File: src/rtl/ultrasonic_scheduler_pkg.sv
// Shared types and default timing for the round-robin ultrasonic ranging scheduler.
package ultrasonic_scheduler_pkg;

   typedef enum logic [2:0] {
      ST_IDLE,
      ST_TRIG,
      ST_WAIT_RISE,
      ST_MEASURE,
      ST_HOLD,
      ST_NEXT
   } state_t;

   localparam logic [15:0] TIMEOUT_CODE      = 16'hFFFF;
   localparam int          DEF_N_SENSORS     = 2;
   localparam int          DEF_TRIG_CYCLES   = 500;
   localparam int          DEF_CYCLES_PER_CM = 2900;
   localparam int          DEF_SLOT_CYCLES   = 5_000_000;
   localparam int          DEF_MAX_CM        = 400;

   function automatic int id_width(input int n);
      return (n > 1) ? $clog2(n) : 1;
   endfunction

endpackage

File: src/rtl/ultrasonic_scheduler_if.sv
// Result handshake between the ranging scheduler and its display/consumer.
interface ultrasonic_scheduler_if #(
   parameter int IDW = 1
);
   logic [15:0]    dist_cm;
   logic [IDW-1:0] dist_id;
   logic           dist_valid;
   logic           dist_ready;
   logic           timeout;

   modport master (
      output dist_cm, dist_id, dist_valid, timeout,
      input  dist_ready
   );

   modport slave (
      input  dist_cm, dist_id, dist_valid, timeout,
      output dist_ready
   );
endinterface

File: src/rtl/ultrasonic_scheduler_echo_timer.sv
// Echo synchroniser, rising-edge detect on the selected sensor and saturating centimetre counter.
module ultrasonic_scheduler_echo_timer #(
   parameter int N_SENSORS     = 2,
   parameter int IDW           = 1,
   parameter int CYCLES_PER_CM = 2900,
   parameter int MAX_CM        = 400
) (
   input  logic                 clk,
   input  logic                 reset,
   input  logic [N_SENSORS-1:0] echo,
   input  logic [IDW-1:0]       sel,
   input  logic                 clear,
   input  logic                 count,
   output logic                 echo_s,
   output logic                 echo_rise,
   output logic [15:0]          cm
);
   localparam int SUB_W = (CYCLES_PER_CM > 1) ? $clog2(CYCLES_PER_CM) : 1;

   logic [N_SENSORS-1:0] echo_p0;
   logic [N_SENSORS-1:0] echo_p1;
   logic                 echo_s_q;
   logic [SUB_W-1:0]     sub_cnt;

   function automatic logic [15:0] sat_inc(input logic [15:0] v);
      return (v >= 16'(MAX_CM)) ? 16'(MAX_CM) : v + 16'd1;
   endfunction

   assign echo_s    = echo_p1[sel];
   assign echo_rise = echo_s & ~echo_s_q;

   always_ff @(posedge clk) begin
      if (reset) begin
         echo_p0  <= '0;
         echo_p1  <= '0;
         echo_s_q <= 1'b0;
         sub_cnt  <= '0;
         cm       <= '0;
      end else begin
         // p0 -> p1: two-flop synchroniser for the asynchronous echo pins
         echo_p0  <= echo;
         echo_p1  <= echo_p0;
         echo_s_q <= echo_s;
         if (clear) begin
            sub_cnt <= '0;
            cm      <= '0;
         end else if (count) begin
            if (sub_cnt == SUB_W'(CYCLES_PER_CM - 1)) begin
               sub_cnt <= '0;
               cm      <= sat_inc(cm);
            end else begin
               sub_cnt <= sub_cnt + 1'b1;
            end
         end
      end
   end
endmodule

File: src/rtl/ultrasonic_scheduler.sv
// Round-robin trigger/measure scheduler for N HC-SR04 rangers sharing one echo timer.
module ultrasonic_scheduler
   import ultrasonic_scheduler_pkg::*;
#(
   parameter int N_SENSORS     = DEF_N_SENSORS,
   parameter int TRIG_CYCLES   = DEF_TRIG_CYCLES,
   parameter int CYCLES_PER_CM = DEF_CYCLES_PER_CM,
   parameter int SLOT_CYCLES   = DEF_SLOT_CYCLES,
   parameter int MAX_CM        = DEF_MAX_CM
) (
   input  logic                   clk,
   input  logic                   reset,
   input  logic                   enable,
   input  logic                   stop,
   input  logic [N_SENSORS-1:0]   echo,
   output logic [N_SENSORS-1:0]   trigger,
   output logic                   overrun,
   output logic                   busy,
   ultrasonic_scheduler_if.master res
);
   localparam int IDW    = id_width(N_SENSORS);
   localparam int SLOT_W = $clog2(SLOT_CYCLES);

   state_t            state, state_nxt;
   logic [IDW-1:0]    idx;
   logic [SLOT_W-1:0] slot_cnt;
   logic              echo_s, echo_rise;
   logic [15:0]       cm;
   logic              trig_done, slot_end;
   logic              timer_clear, timer_count, publish, pub_timeout;

   assign trig_done = (slot_cnt == SLOT_W'(TRIG_CYCLES - 1));
   // NEXT occupies the final cycle of the slot, so trigger rises are exactly SLOT_CYCLES apart
   assign slot_end  = (slot_cnt == SLOT_W'(SLOT_CYCLES - 2));

   ultrasonic_scheduler_echo_timer #(
      .N_SENSORS     (N_SENSORS),
      .IDW           (IDW),
      .CYCLES_PER_CM (CYCLES_PER_CM),
      .MAX_CM        (MAX_CM)
   ) u_echo_timer (
      .clk       (clk),
      .reset     (reset),
      .echo      (echo),
      .sel       (idx),
      .clear     (timer_clear),
      .count     (timer_count),
      .echo_s    (echo_s),
      .echo_rise (echo_rise),
      .cm        (cm)
   );

   always_ff @(posedge clk) begin
      if (reset || stop) state <= ST_IDLE;
      else               state <= state_nxt;
   end

   always_comb begin
      state_nxt = state;
      case (state)
         ST_IDLE:      if (enable) state_nxt = ST_TRIG;
         ST_TRIG:      if (trig_done) state_nxt = ST_WAIT_RISE;
         ST_WAIT_RISE: begin
            if (slot_end)       state_nxt = ST_NEXT;
            else if (echo_rise) state_nxt = ST_MEASURE;
         end
         ST_MEASURE: begin
            if (!echo_s)       state_nxt = slot_end ? ST_NEXT : ST_HOLD;
            else if (slot_end) state_nxt = ST_NEXT;
         end
         ST_HOLD:      if (slot_end) state_nxt = ST_NEXT;
         ST_NEXT:      state_nxt = enable ? ST_TRIG : ST_IDLE;
         default:      state_nxt = ST_IDLE;
      endcase
   end

   always_comb begin
      trigger     = '0;
      busy        = (state != ST_IDLE);
      timer_clear = 1'b1;
      timer_count = 1'b0;
      publish     = 1'b0;
      pub_timeout = 1'b0;
      case (state)
         ST_TRIG: trigger[idx] = 1'b1;
         ST_WAIT_RISE: begin
            timer_clear = 1'b0;
            timer_count = echo_rise;
            publish     = slot_end;
            pub_timeout = slot_end;
         end
         ST_MEASURE: begin
            timer_clear = 1'b0;
            timer_count = echo_s;
            if (!echo_s) begin
               publish = 1'b1;
            end else if (slot_end) begin
               publish     = 1'b1;
               pub_timeout = 1'b1;
            end
         end
         default: ;
      endcase
      if (stop) timer_clear = 1'b1;
   end

   always_ff @(posedge clk) begin
      if (reset) begin
         slot_cnt <= '0;
         idx      <= '0;
      end else begin
         if (stop || state == ST_IDLE || state == ST_NEXT) slot_cnt <= '0;
         else                                              slot_cnt <= slot_cnt + 1'b1;
         if (!stop && state == ST_NEXT)
            idx <= (idx == IDW'(N_SENSORS - 1)) ? '0 : idx + 1'b1;
      end
   end

   always_ff @(posedge clk) begin
      if (reset) begin
         res.dist_valid <= 1'b0;
         res.dist_cm    <= '0;
         res.dist_id    <= '0;
         res.timeout    <= 1'b0;
         overrun        <= 1'b0;
      end else if (stop) begin
         res.dist_valid <= 1'b0;
      end else if (publish) begin
         res.dist_cm    <= pub_timeout ? TIMEOUT_CODE : cm;
         res.dist_id    <= idx;
         res.timeout    <= pub_timeout;
         res.dist_valid <= 1'b1;
         if (res.dist_valid && !res.dist_ready) overrun <= 1'b1;
      end else if (res.dist_valid && res.dist_ready) begin
         res.dist_valid <= 1'b0;
      end
   end
endmodule

File: src/flat_wrapper.sv
// flat-port wrapper written by rule: the top's interface ports become plain ports
module ultrasonic_scheduler_flat import ultrasonic_scheduler_pkg::*;
#(
   parameter int N_SENSORS     = DEF_N_SENSORS,
   parameter int TRIG_CYCLES   = DEF_TRIG_CYCLES,
   parameter int CYCLES_PER_CM = DEF_CYCLES_PER_CM,
   parameter int SLOT_CYCLES   = DEF_SLOT_CYCLES,
   parameter int MAX_CM        = DEF_MAX_CM
)
  (clk, reset, enable, stop, echo, trigger, overrun, busy, res_dist_cm, res_dist_id, res_dist_valid, res_timeout, res_dist_ready);
  ultrasonic_scheduler_if #(.IDW(1)) res_i ();
  input  logic clk;
  input  logic reset;
  input  logic enable;
  input  logic stop;
  input  logic [N_SENSORS-1:0] echo;
  output logic [N_SENSORS-1:0] trigger;
  output logic overrun;
  output logic busy;
  output wire logic [$bits(res_i.dist_cm)-1:0] res_dist_cm;
  output wire logic [$bits(res_i.dist_id)-1:0] res_dist_id;
  output wire logic [$bits(res_i.dist_valid)-1:0] res_dist_valid;
  output wire logic [$bits(res_i.timeout)-1:0] res_timeout;
  input wire logic [$bits(res_i.dist_ready)-1:0] res_dist_ready;
  assign res_dist_cm = res_i.dist_cm;
  assign res_dist_id = res_i.dist_id;
  assign res_dist_valid = res_i.dist_valid;
  assign res_timeout = res_i.timeout;
  assign res_i.dist_ready = res_dist_ready;
  ultrasonic_scheduler #(.N_SENSORS(N_SENSORS), .TRIG_CYCLES(TRIG_CYCLES), .CYCLES_PER_CM(CYCLES_PER_CM), .SLOT_CYCLES(SLOT_CYCLES), .MAX_CM(MAX_CM)) u_core (.clk(clk), .reset(reset), .enable(enable), .stop(stop), .echo(echo), .trigger(trigger), .overrun(overrun), .busy(busy), .res(res_i));
endmodule
File: config.mk
export PLATFORM = sky130hd
export DESIGN_NAME = ultrasonic_scheduler_flat
export DESIGN_NICKNAME = d
export VERILOG_FILES = /design/src/rtl/ultrasonic_scheduler_pkg.sv /design/src/rtl/ultrasonic_scheduler_if.sv /design/src/rtl/ultrasonic_scheduler_echo_timer.sv /design/src/rtl/ultrasonic_scheduler.sv /design/src/flat_wrapper.sv
export SDC_FILE = /design/constraint.sdc
export NUM_CORES = 1
export LEC_CHECK = 0
export BUFFER_PORTS_ARGS = -buffer_cell sky130_fd_sc_hd__buf_2
export CAP_MARGIN = 20
export CORE_AREA = 2 2 116 118
export CTS_BUF_LIST = sky130_fd_sc_hd__clkbuf_8 sky130_fd_sc_hd__clkbuf_16
export CTS_CLUSTER_DIAMETER = 200
export DETAILED_ROUTE_END_ITERATION = 8
export DIE_AREA = 0 0 118 120
export PLACE_DENSITY = 0.44
export SLEW_MARGIN = 30
export SYNTH_ARGS = -nofsm -noshare
export SYNTH_HDL_FRONTEND = slang
export SYNTH_HIERARCHICAL = 1
export SYNTH_SLANG_ARGS = --single-unit
File: constraint.sdc
create_clock -name clk -period 4.4 [get_ports clk]
set_clock_uncertainty 0.1 [all_clocks]
set_input_delay 0.88 -clock clk [delete_from_list [all_inputs] [get_ports clk]]
set_output_delay 0.88 -clock clk [all_outputs]
set_load 0.05 [all_outputs]
== Word-level counts from Yosys, hierarchy flattened ==
Index checks and enable logic that the tools add are counted.
Widths: inputs -> output; s select.

* Add/sub/neg operators: 4
* $mul: 0
* Divide/modulo/power cells: 0
* Order comparisons: 3
* Eq/ne operators: 11
* Shift operators: 0
* Mux-type cells: 28
* Bitwise operators: 3
* Reduce and logical (&&, ||, !) cells: 20

{| class="wikitable"
|+ Operator list
! operator !! count
|-
| $mux 16 || 2
|-
| $add 23x1->23 const B || 1
|-
| $eq 23x23->1 const B || 1
|-
| $eq 23x9->1 const B || 1
|-
| $mux 3 || 6
|-
| $pmux 3 s6 || 1
|-
| $add 16x1->16 const B || 1
|-
| $ge 16x9->1 const B || 1
|-
| $mux 1 || 13
|-
| $add 12x1->12 const B || 1
|-
| $eq 12x12->1 const B || 1
|-
| $mux 12 || 1
|-
| $reduce_or 2->1 || 4
|-
| $eq 3x2->1 const B || 2
|-
| $eq 3x3->1 const B || 2
|-
| $pmux 1 s2 || 3
|-
| $reduce_and 3->1 || 2
|-
| $logic_and 1x1->1 || 4
|-
| $reduce_and 2->1 || 2
|-
| $eq 3x1->1 const B || 1
|-
| $logic_not 3->1 || 1
|-
| $logic_or 1x1->1 || 3
|-
| $ne 3x1->1 const B || 1
|-
| $reduce_bool 3->1 || 1
|-
| other kinds (11) || 13
|}

* Register bits: 80
* Latch bits: 0
* Memory bits (writable): 0
* Memory bits (read-only): 0
* Bits of input ports: 7
* Output and inout bits: 23
* Logic and storage cells: 82
* Memories: 0

== Longest topological paths before layout ==
Gate-level depths: netlist (run 1).

* Depth in word-level cells: 6
* Depth in mapped cells: 12
* Mapped depth without buffers: 9

== Hierarchy ==
Netlist (run 1), hierarchy kept.

{| class="wikitable"
|+ Modules (own cells, without submodules)
! module !! times used !! cells an instance !! area each (um2) !! seq. area each (um2)
|-
| ultrasonic_scheduler || 1 || 244 || 2278.4 || 940.9
|-
| ultrasonic_scheduler_echo_timer || 1 || 169 || 1493.9 || 660.6
|}

== Worst setup path before layout (run 1) ==
Ideal clock, no wire load.

* Path type: register to register
* From: reg u_core.idx
* To: reg u_core.u_echo_timer.cm[5]
* Library setup time: 115 ps
* Data arrival time: 2370 ps
* Required time: 4185 ps
* Setup slack: 1815 ps
* Stages on the path, launching flop included: 12
* Buffers on the path: 2
* Clock period less this slack: 2585 ps
* Cells stage by stage: dfxtp_1 mux2i_1 inv_1 nand2b_1 o21ai_0 nor2_1 clkbuf_1 nand4_1 or3_1 buf_4 o2bb2ai_1 o21a_1

* Cells in the longest elaborated chain, start to end: 5

{| class="wikitable"
|+ Ends and longest elaborated chain
! element !! RTL line !! RTL
|-
| start, declared || ultrasonic_scheduler.sv:25 || <nowiki>logic [IDW-1:0] idx;</nowiki>
|-
| start signal, assigned || ultrasonic_scheduler.sv:115 || <nowiki>idx <= (idx == IDW'(N_SENSORS - 1)) ? '0 : idx + 1'b1;</nowiki>
|-
| $mux 1 (implied by the code) (*) (2 in a row) || ultrasonic_scheduler_echo_timer.sv:29 || <nowiki>assign echo_s = echo_p1[sel];</nowiki>
|-
| named net u_core.echo_s || ultrasonic_scheduler.sv:27 || <nowiki>logic echo_s, echo_rise;</nowiki>
|-
| $and 1x1->1 || ultrasonic_scheduler_echo_timer.sv:30 || <nowiki>assign echo_rise = echo_s & ~echo_s_q;</nowiki>
|-
| $pmux 1 s2 (*) || ultrasonic_scheduler.sv:84 || <nowiki>case (state)</nowiki>
|-
| named net u_core.timer_count || ultrasonic_scheduler.sv:30 || <nowiki>logic timer_clear, timer_count, publish, pub_timeout;</nowiki>
|-
| $reduce_and 2->1 (no source line) (*) || n/a ||
|-
| end signal, assigned || ultrasonic_scheduler_echo_timer.sv:50 || <nowiki>cm <= sat_inc(cm);</nowiki>
|-
| end, declared || ultrasonic_scheduler_echo_timer.sv:16 || <nowiki>output logic [15:0] cm</nowiki>
|}

The timed path passes the listed nets; every way through them passes the cells marked *. The select of a mux whose other input is x is not followed.
A chain may end at the register's enable or synchronous reset.

== Final worst setup path (run 1) ==
* From: reg u_core.idx
* To: reg u_core.u_echo_timer.sub_cnt[6]

* Cells in the longest elaborated chain, start to end: 4

{| class="wikitable"
|+ Ends and longest elaborated chain
! element !! RTL line !! RTL
|-
| $mux 1 (implied by the code) (*) (2 in a row) || ultrasonic_scheduler_echo_timer.sv:29 ||
|-
| named net u_core.echo_s || ultrasonic_scheduler.sv:27 ||
|-
| $and 1x1->1 || ultrasonic_scheduler_echo_timer.sv:30 ||
|-
| $pmux 1 s2 (*) || ultrasonic_scheduler.sv:84 ||
|-
| named net u_core.timer_count || ultrasonic_scheduler.sv:30 ||
|-
| end signal, assigned || ultrasonic_scheduler_echo_timer.sv:52 || <nowiki>sub_cnt <= sub_cnt + 1'b1;</nowiki>
|-
| end, declared || ultrasonic_scheduler_echo_timer.sv:23 || <nowiki>logic [SUB_W-1:0] sub_cnt;</nowiki>
|}

Marked as above.

==> flow_summary.json, run 1 <==
{
  "outcome": "finished, final reports clean",
  "post-route-util_pct": 33.3,
  "crit_required_ns": 4.52,
  "via_count": 2912,
  "vdd_drop_max_mv": 0.165,
  "fillers": 1377,
  "slew_headroom_pct": 49.7,
  "pwr-share-clk_pct": 49.4,
  "seqCellArea_mm2": 0.00160,
  "diodes": 0,
  "reg2reg_slack_ns": 1.33,
  "hpwl_mm": 5.81,
  "cp-end-kind": "flop",
  "seq_area_frac_synth_pct": 42.5,
  "fmax_ghz": 0.326,
  "htree_levels": 3,
  "min_path_type": "flop to flop",
  "p_int_mw": 1.17,
  "grt_pass1_vias": 2830,
  "grt_antenna_before_repair": 0,
  "avgViaCountPerCell": 4.71,
  "r2r_cells": 9,
  "fp.dieArea_mm2": 0.0142,
  "post_drt_wl_per_cell_um": 13.4,
  "grt_pass1_wl_mm": 14.4,
  "netlist_area_mm2": 0.00377,
  "syn_inst": 413,
  "firstDrtPassIters": 4,
  "multi_input_area_mm2": 0.00202,
  "rsz0062_at_grt": "no",
  "place.gp.congestion": 0.788,
  "finalSetupViolations": 0,
  "synth_warnings": 6,
  "first_iter_violations": 139,
  "synthXorXnorAreaFrac_pct": 7.43,
  "dpl_cell_area_mm2": 0.00404,
  "startpoint": "u_core/idx$_SDFFE_PP0P_",
  "cts_tree": "done",
  "post_cts_buffers": 0,
  "grt_max_degree": 31,
  "slew_violations": 0,
  "r2r-start": "u_core/idx$_SDFFE_PP0P_",
  "worstSetupPathType": "flop to flop",
  "synth_common_cells": "80 x dfxtp_1, 74 x nor2_1, 35 x nor3_2",
  "netlist.area_leader.share_pct": 42.5,
  "setup_tns_ns": 0,
  "pwr-share-seq_pct": 49.0,
  "ys_ff_latch": 80,
  "synth_mux_area_share_pct": 0.531,
  "p_switching_mw": 0.319,
  "endpoint": "u_core/u_echo_timer/sub_cnt[6]$_SDFFE_PP0P_",
  "clkLatencyLatePin_ns": 0.34,
  "antenna_left": 0,
  "yosysUniqueCellTypes": 60,
  "cts_buffer_depth": 2,
  "final_hold_viol_count": 0,
  "drc": 0,
  "synth_largest_area_cell": "dfxtp_1",
  "rows": 42,
  "fin_area_mm2": 0.00433,
  "fin_hold_ws_ns": 0.335,
  "synth_top_family_by_area": "simple AND/OR/NAND/NOR gates",
  "synth_compound_area_share_pct": 8.79,
  "swShare_pct": 21.5,
  "drive_gt1_share_pct": 21.7,
  "clockRootBuffer": "clkbuf_16",
  "postCtsHoldBufs": 0,
  "leakagePower_nw": 1.50,
  "p_per_area_mw_per_mm2": 344,
  "pin_count": 30,
  "cp_max_fo": 12,
  "period_share_pct": 69.8,
  "r2r_end": "u_core/u_echo_timer/sub_cnt[6]$_SDFFE_PP0P_",
  "track_usage_pct": 12.7,
  "nNetsFinal": 449,
  "cts_buffers": 9,
  "start_util_pct": 29.1,
  "wirelength_mm": 8.28,
  "max-cap-violations": 0,
  "synthAdderAreaFrac_pct": 1.66,
  "grt-ovfl-total": 0,
  "die_w_um": 118,
  "die_y_um": 120,
  "core-area_mm2": 0.0130,
  "p_comb_share_pct": 1.6,
  "arrival_ns": 3.19,
  "cts_resized": 0,
  "synth_most_common_cell": "dfxtp_1",
  "synth_edf_count": 0,
  "synth_flop_cell": "dfxtp_1",
  "avgSynthCellArea_um2": 9.13,
  "synthArstFlopShare_pct": 0,
  "port_buffers": 29,
  "syn-num-nets": 425,
  "synthToLayoutAreaGrowth_pct": 14.7,
  "worst_pin_slew_ns": 0.752,
  "clkTransAtPathRegs_ns": 0.06,
  "period_needed_ns": 3.07,
  "synth_simple_gate_area_share_pct": 35.3,
  "synthTopCellsByArea": "dfxtp_1 42%, nor3_2 9.3%, nor2_1 7.4%, xor2_1 4.2%, xnor2_1 3.3%",
  "cp-start-kind": "flop",
  "cts.sinks": 80
}
==> registers in the layout, summed over array words and instances, names as in the netlist, 2 cells and up <==
register and count:
u_core/u_echo_timer/echo_p1 2, u_core/res.dist_cm 16, u_core/u_echo_timer/sub_cnt 12, u_core/u_echo_timer/cm 16, u_core/u_echo_timer/echo_p0 2, u_core/state 3, u_core/slot_cnt 23
==> worst min-delay path by stage <==
stage | endpoint | slack (ns) | depth (start not counted) | startpoint
CTS | u_core/u_echo_timer/echo_p1[1]$_SDFF_PP0_ | 0.34 | 1 | u_core/u_echo_timer/echo_p0[1]$_SDFF_PP0_
detailed placement | u_core/u_echo_timer/echo_p1[1]$_SDFF_PP0_ | 0.32 | 1 | u_core/u_echo_timer/echo_p0[1]$_SDFF_PP0_
floorplan | u_core/u_echo_timer/echo_p1[0]$_SDFF_PP0_ | 0.31 | 1 | u_core/u_echo_timer/echo_p0[0]$_SDFF_PP0_
finish | u_core/u_echo_timer/echo_p1[1]$_SDFF_PP0_ | 0.34 | 1 | u_core/u_echo_timer/echo_p0[1]$_SDFF_PP0_
global route | u_core/u_echo_timer/echo_p1[0]$_SDFF_PP0_ | 0.36 | 1 | u_core/u_echo_timer/echo_p0[0]$_SDFF_PP0_
global placement | u_core/u_echo_timer/echo_p1[1]$_SDFF_PP0_ | 0.32 | 1 | u_core/u_echo_timer/echo_p0[1]$_SDFF_PP0_
==> layout make-up <==
cell class / instances / area share (%)
Multi-Input combinational cell: 306 / 46.8
Clock buffer: 9 / 5.21
Timing Repair Buffer: 30 / 3.53
Clock inverter: 7 / 1.48
Tap cell: 176 / 5.09
Inverter: 10 / 0.868
Sequential cell: 80 / 37.0
==> per-layer routing <==
metal  global-route usage [%]  routed length, um  up-vias
li1                         -                  -     1503
met1                     16.5               4200     1355
met2                     19.6               3650       43
met3                     3.66                261       11
met4                     5.50                167        0
met5                        0                  0        -
==> power groups by stage <==
stage | Sequential [mW] | Clock [mW] | Combinational [mW]
final | 0.729 | 0.735 | 0.0245
after global routing | 0.729 | 0.788 | 0.0269
after CTS | 0.729 | 0.763 | 0.0250
after detailed placement | 0.745 | 0 | 0.0250
after global placement | 0.745 | 0 | 0.0247
after floorplan | 0.744 | 0 | 0.0179
==> critical path, stage by stage, from the launching register on <==
cell,delay [ns]
dfxtp_1,0.43
mux2i_1,0.16
inv_1,0.09
nand2b_1,0.22
o21ai_0,0.18
nor2_1,0.41
nand4_1,0.34
or3_1,0.64
nand2_2,0.29
nor2_1,0.08
==> cells by family (layout without fill, tap and decap cells) <==
kind of cell | after synthesis | count (layout)
simple gates | 222 | 222
flops | 80 | 80
compound gates | 45 | 45
xor+xnor | 32 | 32
buf+inv | 27 | 56
fa+ha+maj | 5 | 5
mux | 2 | 2
==> through the flow <==
step / instances / total power [mW] / setup WS [ns]
after global routing: 618 / 1.54 / 1.06
final: 618 / 1.49 / 1.33
after floorplan: 413 / 0.761 / 1.82
after detailed placement: 602 / 0.770 / 1.31
after global placement: 602 / 0.770 / 1.42
after CTS: 618 / 1.52 / 1.28
==> cells in the final DEF (no fill, tap or decap), types with 6 or more instances in the layout <==
master and count:
buf_2 29, o21ai_0 6, nand2_1 19, nor3_2 35, dfxtp_1 80, inv_1 11, a21oi_1 8, nor2_1 74
nand4_1 13, clkbuf_16 9, nor2b_1 8, and3_1 10, xor2_1 18, xnor2_1 14, nand3_1 15, nor3_1 14
Note: power is estimated with default switching activity, not from simulation.
==> inputs of run 2 (changes only) <==
Settings changed: PLACE_DENSITY 0.44 to 0.45.
Clock period 4.4 ns to 2.75 ns, I/O delays scaled along.
==> run 2 against run 1 <==
Net effect:
- critical path depth increased by 1
- cell count grew 0.81%
- wire length fell by 0.88%
- final area is 1.4% higher
- total power up 63%
- hold slack got worse by 0.016 ns
- sequential power grew 60%
- critical path type unchanged
- setup slack worse by 1.2 ns
- critical endpoint is now u_core/u_echo_timer/cm[3]$_SDFFE_PP0P_
- register-to-register slack lost 1.2 ns
- non-clock buffer count increased by 6
- combinational power grew 66%
- global-route usage down 0.11 points
==> flow_summary.json, run 2 (synthesized netlist as in run 1, its figures left out) <==
{
  "r2r_cells": 10,
  "fmax_ghz": 0.388,
  "first_iter_violations": 182,
  "diodes": 0,
  "fp.dieArea_mm2": 0.0142,
  "nNetsFinal": 455,
  "top_register": "u_core/slot_cnt",
  "period_share_pct": 93.8,
  "start_util_pct": 29.1,
  "postCtsHoldBufs": 0,
  "fillers": 1393,
  "arrival_ns": 2.71,
  "fin_cells": 623,
  "die_y_um": 120,
  "worst_pin_slew_ns": 0.638,
  "outcome": "finished, final reports clean",
  "cp-end-kind": "flop",
  "swShare_pct": 19.8,
  "port_buffers": 29,
  "die_w_um": 118,
  "clkLatencyLatePin_ns": 0.34,
  "grt_antenna_before_repair": 0,
  "cp-start-kind": "flop",
  "setup_tns_ns": 0,
  "period_needed_ns": 2.58,
  "fin_hold_ws_ns": 0.320,
  "fin_area_mm2": 0.00439,
  "max-cap-violations": 0,
  "min_path_type": "input pin to flop",
  "r2r-start": "u_core/idx$_SDFFE_PP0P_",
  "largest_register_ffs": 23,
  "worstSetupPathType": "flop to flop",
  "synthToLayoutAreaGrowth_pct": 16.3,
  "wirelength_mm": 8.21,
  "grt-ovfl-total": 0,
  "crit_required_ns": 2.88,
  "slew_headroom_pct": 57.1,
  "power_mw": 2.42,
  "htree_levels": 3,
  "grt_max_degree": 24,
  "finalSetupViolations": 0,
  "drive_gt1_share_pct": 23.0,
  "slew_violations": 0,
  "track_usage_pct": 12.6,
  "r2r_end": "u_core/u_echo_timer/cm[3]$_SDFFE_PP0P_",
  "p_switching_mw": 0.480,
  "cts_tree": "done",
  "final_cell_mix": "80 x dfxtp_1, 74 x nor2_1, 35 x nor3_2",
  "cts_resized": 0,
  "drc": 0,
  "via_count": 2951,
  "pwr-share-seq_pct": 48.1,
  "place.gp.congestion": 0.769,
  "vdd_drop_max_mv": 0.277,
  "clockRootBuffer": "clkbuf_16",
  "dp.cells": 608,
  "reg2reg_slack_ns": 0.17,
  "grt_pass1_vias": 2872,
  "endpoint": "u_core/u_echo_timer/cm[3]$_SDFFE_PP0P_",
  "rsz0062_at_grt": "no",
  "rows": 42,
  "top_regs": "u_core/slot_cnt: 23 flops, u_core/res.dist_cm: 16 flops, u_core/u_echo_timer/cm: 16 flops",
  "post_drt_wl_per_cell_um": 13.2,
  "final_common_cell": "dfxtp_1",
  "grt_pass1_wl_mm": 14.2,
  "cts.sinks": 80,
  "hpwl_mm": 5.82,
  "pwr-share-clk_pct": 50.2,
  "final_hold_viol_count": 0,
  "p_int_mw": 1.94,
  "core-area_mm2": 0.0130,
  "clkTransAtPathRegs_ns": 0.06,
  "antenna_left": 0,
  "cts_buffer_depth": 2,
  "startpoint": "u_core/idx$_SDFFE_PP0P_",
  "avgViaCountPerCell": 4.74,
  "pin_count": 30,
  "p_per_area_mw_per_mm2": 552,
  "post_cts_buffers": 0,
  "leakagePower_nw": 1.53,
  "p_comb_share_pct": 1.7,
  "cts_buffers": 9,
  "cp_max_fo": 7,
  "dpl_cell_area_mm2": 0.00408,
  "firstDrtPassIters": 4
}
-- run 2: cell types whose count changed in the layout (fill, tap and decap cells not counted) --
cell,previous run,this run
inv_6,1,0
buf_4,1,7
inv_1,11,9
clkinvlp_4,1,0
clkbuf_8,0,3
-- run 2: layout make-up --
cell class / instances / area [um2] / share of cell area, %
Clock buffer: 12 / 267 / 6.07
Clock inverter: 3 / 40.0 / 0.912
Inverter: 10 / 37.5 / 0.855
Multi-Input combinational cell: 306 / 2020 / 46.1
Sequential cell: 80 / 1600 / 36.5
Tap cell: 176 / 220 / 5.02
Timing Repair Buffer: 36 / 198 / 4.51
-- run 2: worst min-delay path by stage --
| stage | startpoint | end | slack [ns] | cells past startpoint |
|---|---|---|---|---|
| final | echo[0] | u_core/u_echo_timer/echo_p0[0]$_SDFF_PP0_ | 0.32 | 2 |
| after global routing | echo[1] | u_core/u_echo_timer/echo_p0[1]$_SDFF_PP0_ | 0.36 | 2 |
| after CTS | echo[0] | u_core/u_echo_timer/echo_p0[0]$_SDFF_PP0_ | 0.31 | 2 |
| after detailed placement | u_core/u_echo_timer/echo_p0[1]$_SDFF_PP0_ | u_core/u_echo_timer/echo_p1[1]$_SDFF_PP0_ | 0.33 | 1 |
| after global placement | u_core/u_echo_timer/echo_p0[0]$_SDFF_PP0_ | u_core/u_echo_timer/echo_p1[0]$_SDFF_PP0_ | 0.34 | 1 |
| after floorplan | u_core/u_echo_timer/echo_p0[0]$_SDFF_PP0_ | u_core/u_echo_timer/echo_p1[0]$_SDFF_PP0_ | 0.31 | 1 |
-- run 2: power by group through the flow --
stage | Clock, mW | Sequential (mW) | Combinational [mW]
3_5_place_dp | 0 | 1.19 | 0.0413
6_report | 1.22 | 1.17 | 0.0406
2_1_floorplan | 0 | 1.19 | 0.0286
3_3_place_gp | 0 | 1.19 | 0.0409
5_1_grt | 1.31 | 1.17 | 0.0444
4_1_cts | 1.26 | 1.17 | 0.0411
-- run 2: per-layer routing --
metal	track usage (%)	wire, um	up-vias
li1	-	-	1518
met1	16.3	4110	1383
met2	19.4	3650	40
met3	3.85	311	10
met4	5.35	138	0
met5	0	0	-
-- run 2: critical path, cell delays in order (launching register included) --
cell	delay (ns)
dfxtp_1	0.32
mux2i_1	0.16
inv_1	0.09
nand2b_1	0.22
o21ai_0	0.18
nor2_1	0.22
nand4_1	0.13
buf_4	0.18
nor3_2	0.41
o21ai_0	0.17
a32o_1	0.28
-- run 2: per-stage QoR --
step | util, % | worst slack, ns
after floorplan | - | 0.165
after global placement | 31.4 | 0.283
after detailed placement | 31.4 | 0.191
after CTS | 33.8 | 0.178
after global routing | 33.8 | 0.0329
final | 33.8 | 0.171
==> inputs of run 3 (changes only) <==
Settings changed: PLACE_DENSITY 0.45 to 0.44.
Clock period 2.75 ns to 3 ns, I/O delays scaled along.
==> run 3 against run 2 <==
Net effect:
- via count fell by 0.37%
- wire length is 0.39% higher
- sequential cell count stayed put
- sequential power decreased by 9%
- global-route usage is 0.098 points higher
- setup slack improved by 0.097 ns
- non-clock buffer count down 3
- die area unchanged
==> flow_summary.json, run 3 (synthesized netlist as in run 1, its figures left out) <==
{
  "core-area_mm2": 0.0130,
  "power_mw": 2.12,
  "worst_slack_ns": 0.268,
  "period_share_pct": 91.1,
  "pwr-share-clk_pct": 47.9,
  "setup_tns_ns": 0,
  "p_comb_share_pct": 1.7,
  "start_util_pct": 29.1,
  "vdd_drop_max_mv": 0.212,
  "cp_max_fo": 9,
  "die_w_um": 118,
  "arrival_ns": 2.87,
  "cts.sinks": 80,
  "firstDrtPassIters": 4,
  "cp-start-kind": "flop",
  "p_per_area_mw_per_mm2": 489,
  "rsz0062_at_grt": "no",
  "post-route-util_pct": 33.5,
  "cts_buffer_depth": 2,
  "nNetsFinal": 452,
  "cts_resized": 0,
  "p_switching_mw": 0.453,
  "pwr-share-seq_pct": 50.3,
  "port_buffers": 29,
  "die_y_um": 120,
  "worstSetupPathType": "flop to flop",
  "track_usage_pct": 12.7,
  "top_register": "u_core/slot_cnt",
  "clockRootBuffer": "clkbuf_16",
  "diodes": 0,
  "dp.cells": 605,
  "avgViaCountPerCell": 4.74,
  "fmax_ghz": 0.366,
  "drive_gt1_share_pct": 22.5,
  "grt_pass1_wl_mm": 14.3,
  "grt_pass1_vias": 2848,
  "hpwl_mm": 5.77,
  "pin_count": 30,
  "post_drt_wl_per_cell_um": 13.3,
  "clkLatencyLatePin_ns": 0.34,
  "startpoint": "u_core/idx$_SDFFE_PP0P_",
  "slew_headroom_pct": 53.9,
  "clkTransAtPathRegs_ns": 0.06,
  "slew_violations": 0,
  "fin_hold_ws_ns": 0.336,
  "period_needed_ns": 2.73,
  "swShare_pct": 21.3,
  "grtUsageMet1_pct": 16.4,
  "final_cell_mix": "80 x dfxtp_1, 74 x nor2_1, 34 x nor3_2",
  "fin_cells": 620,
  "dpl_cell_area_mm2": 0.00406,
  "cts_buffers": 9,
  "min_path_type": "flop to flop",
  "cp-end-kind": "flop",
  "min_from": "u_core/u_echo_timer/echo_p0[0]$_SDFF_PP0_",
  "first_iter_violations": 176,
  "place.gp.congestion": 0.772,
  "grt_antenna_before_repair": 0,
  "antenna_left": 0,
  "post_cts_buffers": 0,
  "dp_slack_ns": 0.175,
  "grt-ovfl-total": 0,
  "synthToLayoutAreaGrowth_pct": 15.2,
  "final_hold_viol_count": 0,
  "postCtsHoldBufs": 0,
  "grt_max_degree": 24,
  "max-cap-violations": 0,
  "gr-usage-met3_pct": 3.61,
  "wirelength_mm": 8.24,
  "rows": 42,
  "r2r-start": "u_core/idx$_SDFFE_PP0P_",
  "via_count": 2940,
  "met2_usage_pct": 19.8,
  "final_common_cell": "dfxtp_1",
  "top_regs": "u_core/slot_cnt: 23 flops, u_core/res.dist_cm: 16 flops, u_core/u_echo_timer/cm: 16 flops",
  "outcome": "finished, final reports clean",
  "finalSetupViolations": 0,
  "fp.dieArea_mm2": 0.0142,
  "largest_register_ffs": 23,
  "worst_pin_slew_ns": 0.686,
  "htree_levels": 3,
  "fin_area_mm2": 0.00434,
  "crit_required_ns": 3.14,
  "leakagePower_nw": 1.50,
  "cts_tree": "done",
  "top_usage_layer": "met2",
  "fillers": 1388,
  "p_int_mw": 1.67,
  "drc": 0
}
[run 3: changes by cell type in the layout (fill, tap and decap cells not counted), sizes merged]
cell	before	now
clkinvlp	0	1
buf	36	33
bufinv	1	0
inv	10	11
clkbuf	12	11
[run 3: area by class of cell]
cell class / count / area, um2 / share of cell area, %
Multi-Input combinational cell: 306 / 2040 / 46.9
Sequential cell: 80 / 1600 / 36.9
Clock buffer: 11 / 253 / 5.82
Tap cell: 176 / 220 / 5.07
Timing Repair Buffer: 33 / 175 / 4.03
Inverter: 10 / 37.5 / 0.864
Clock inverter: 4 / 21.3 / 0.490
[run 3: path summary, 6_finish.rpt]
| check | to | slack [ns] | cells after the start |
|---|---|---|---|
| hold / removal | u_core/u_echo_timer/echo_p1[0]$_SDFF_PP0_ | 0.34 | 1 |
| setup reg to reg | u_core/u_echo_timer/cm[5]$_SDFFE_PP0P_ | 0.27 | 9 |
| hold reg to reg | u_core/u_echo_timer/echo_p1[0]$_SDFF_PP0_ | 0.34 | 1 |
| setup / recovery | u_core/u_echo_timer/cm[5]$_SDFFE_PP0P_ | 0.27 | 9 |
[run 3: layer usage]
metal	up-vias	wire length, um
met5	-	0
met4	0	132
met3	8	289
met2	47	3660
met1	1380	4160
li1	1505	-
[run 3: critical path, stage by stage (launching register included)]
cell	delay [ns]
dfxtp_1	0.44
mux2i_1	0.16
inv_1	0.09
nand2b_1	0.23
o21ai_0	0.19
nor2_1	0.21
nand4_1	0.31
or3_4	0.56
o2bb2ai_1	0.15
o21a_1	0.19
[run 3: power groups by stage]
stage               Clock, mW  Sequential [mW]  Combinational (mW)
global placement            0             1.09              0.0373
CTS                      1.06             1.07              0.0377
finish                   1.02             1.07              0.0370
floorplan                   0             1.09              0.0262
detailed placement          0             1.09              0.0378
global route             1.10             1.07              0.0416
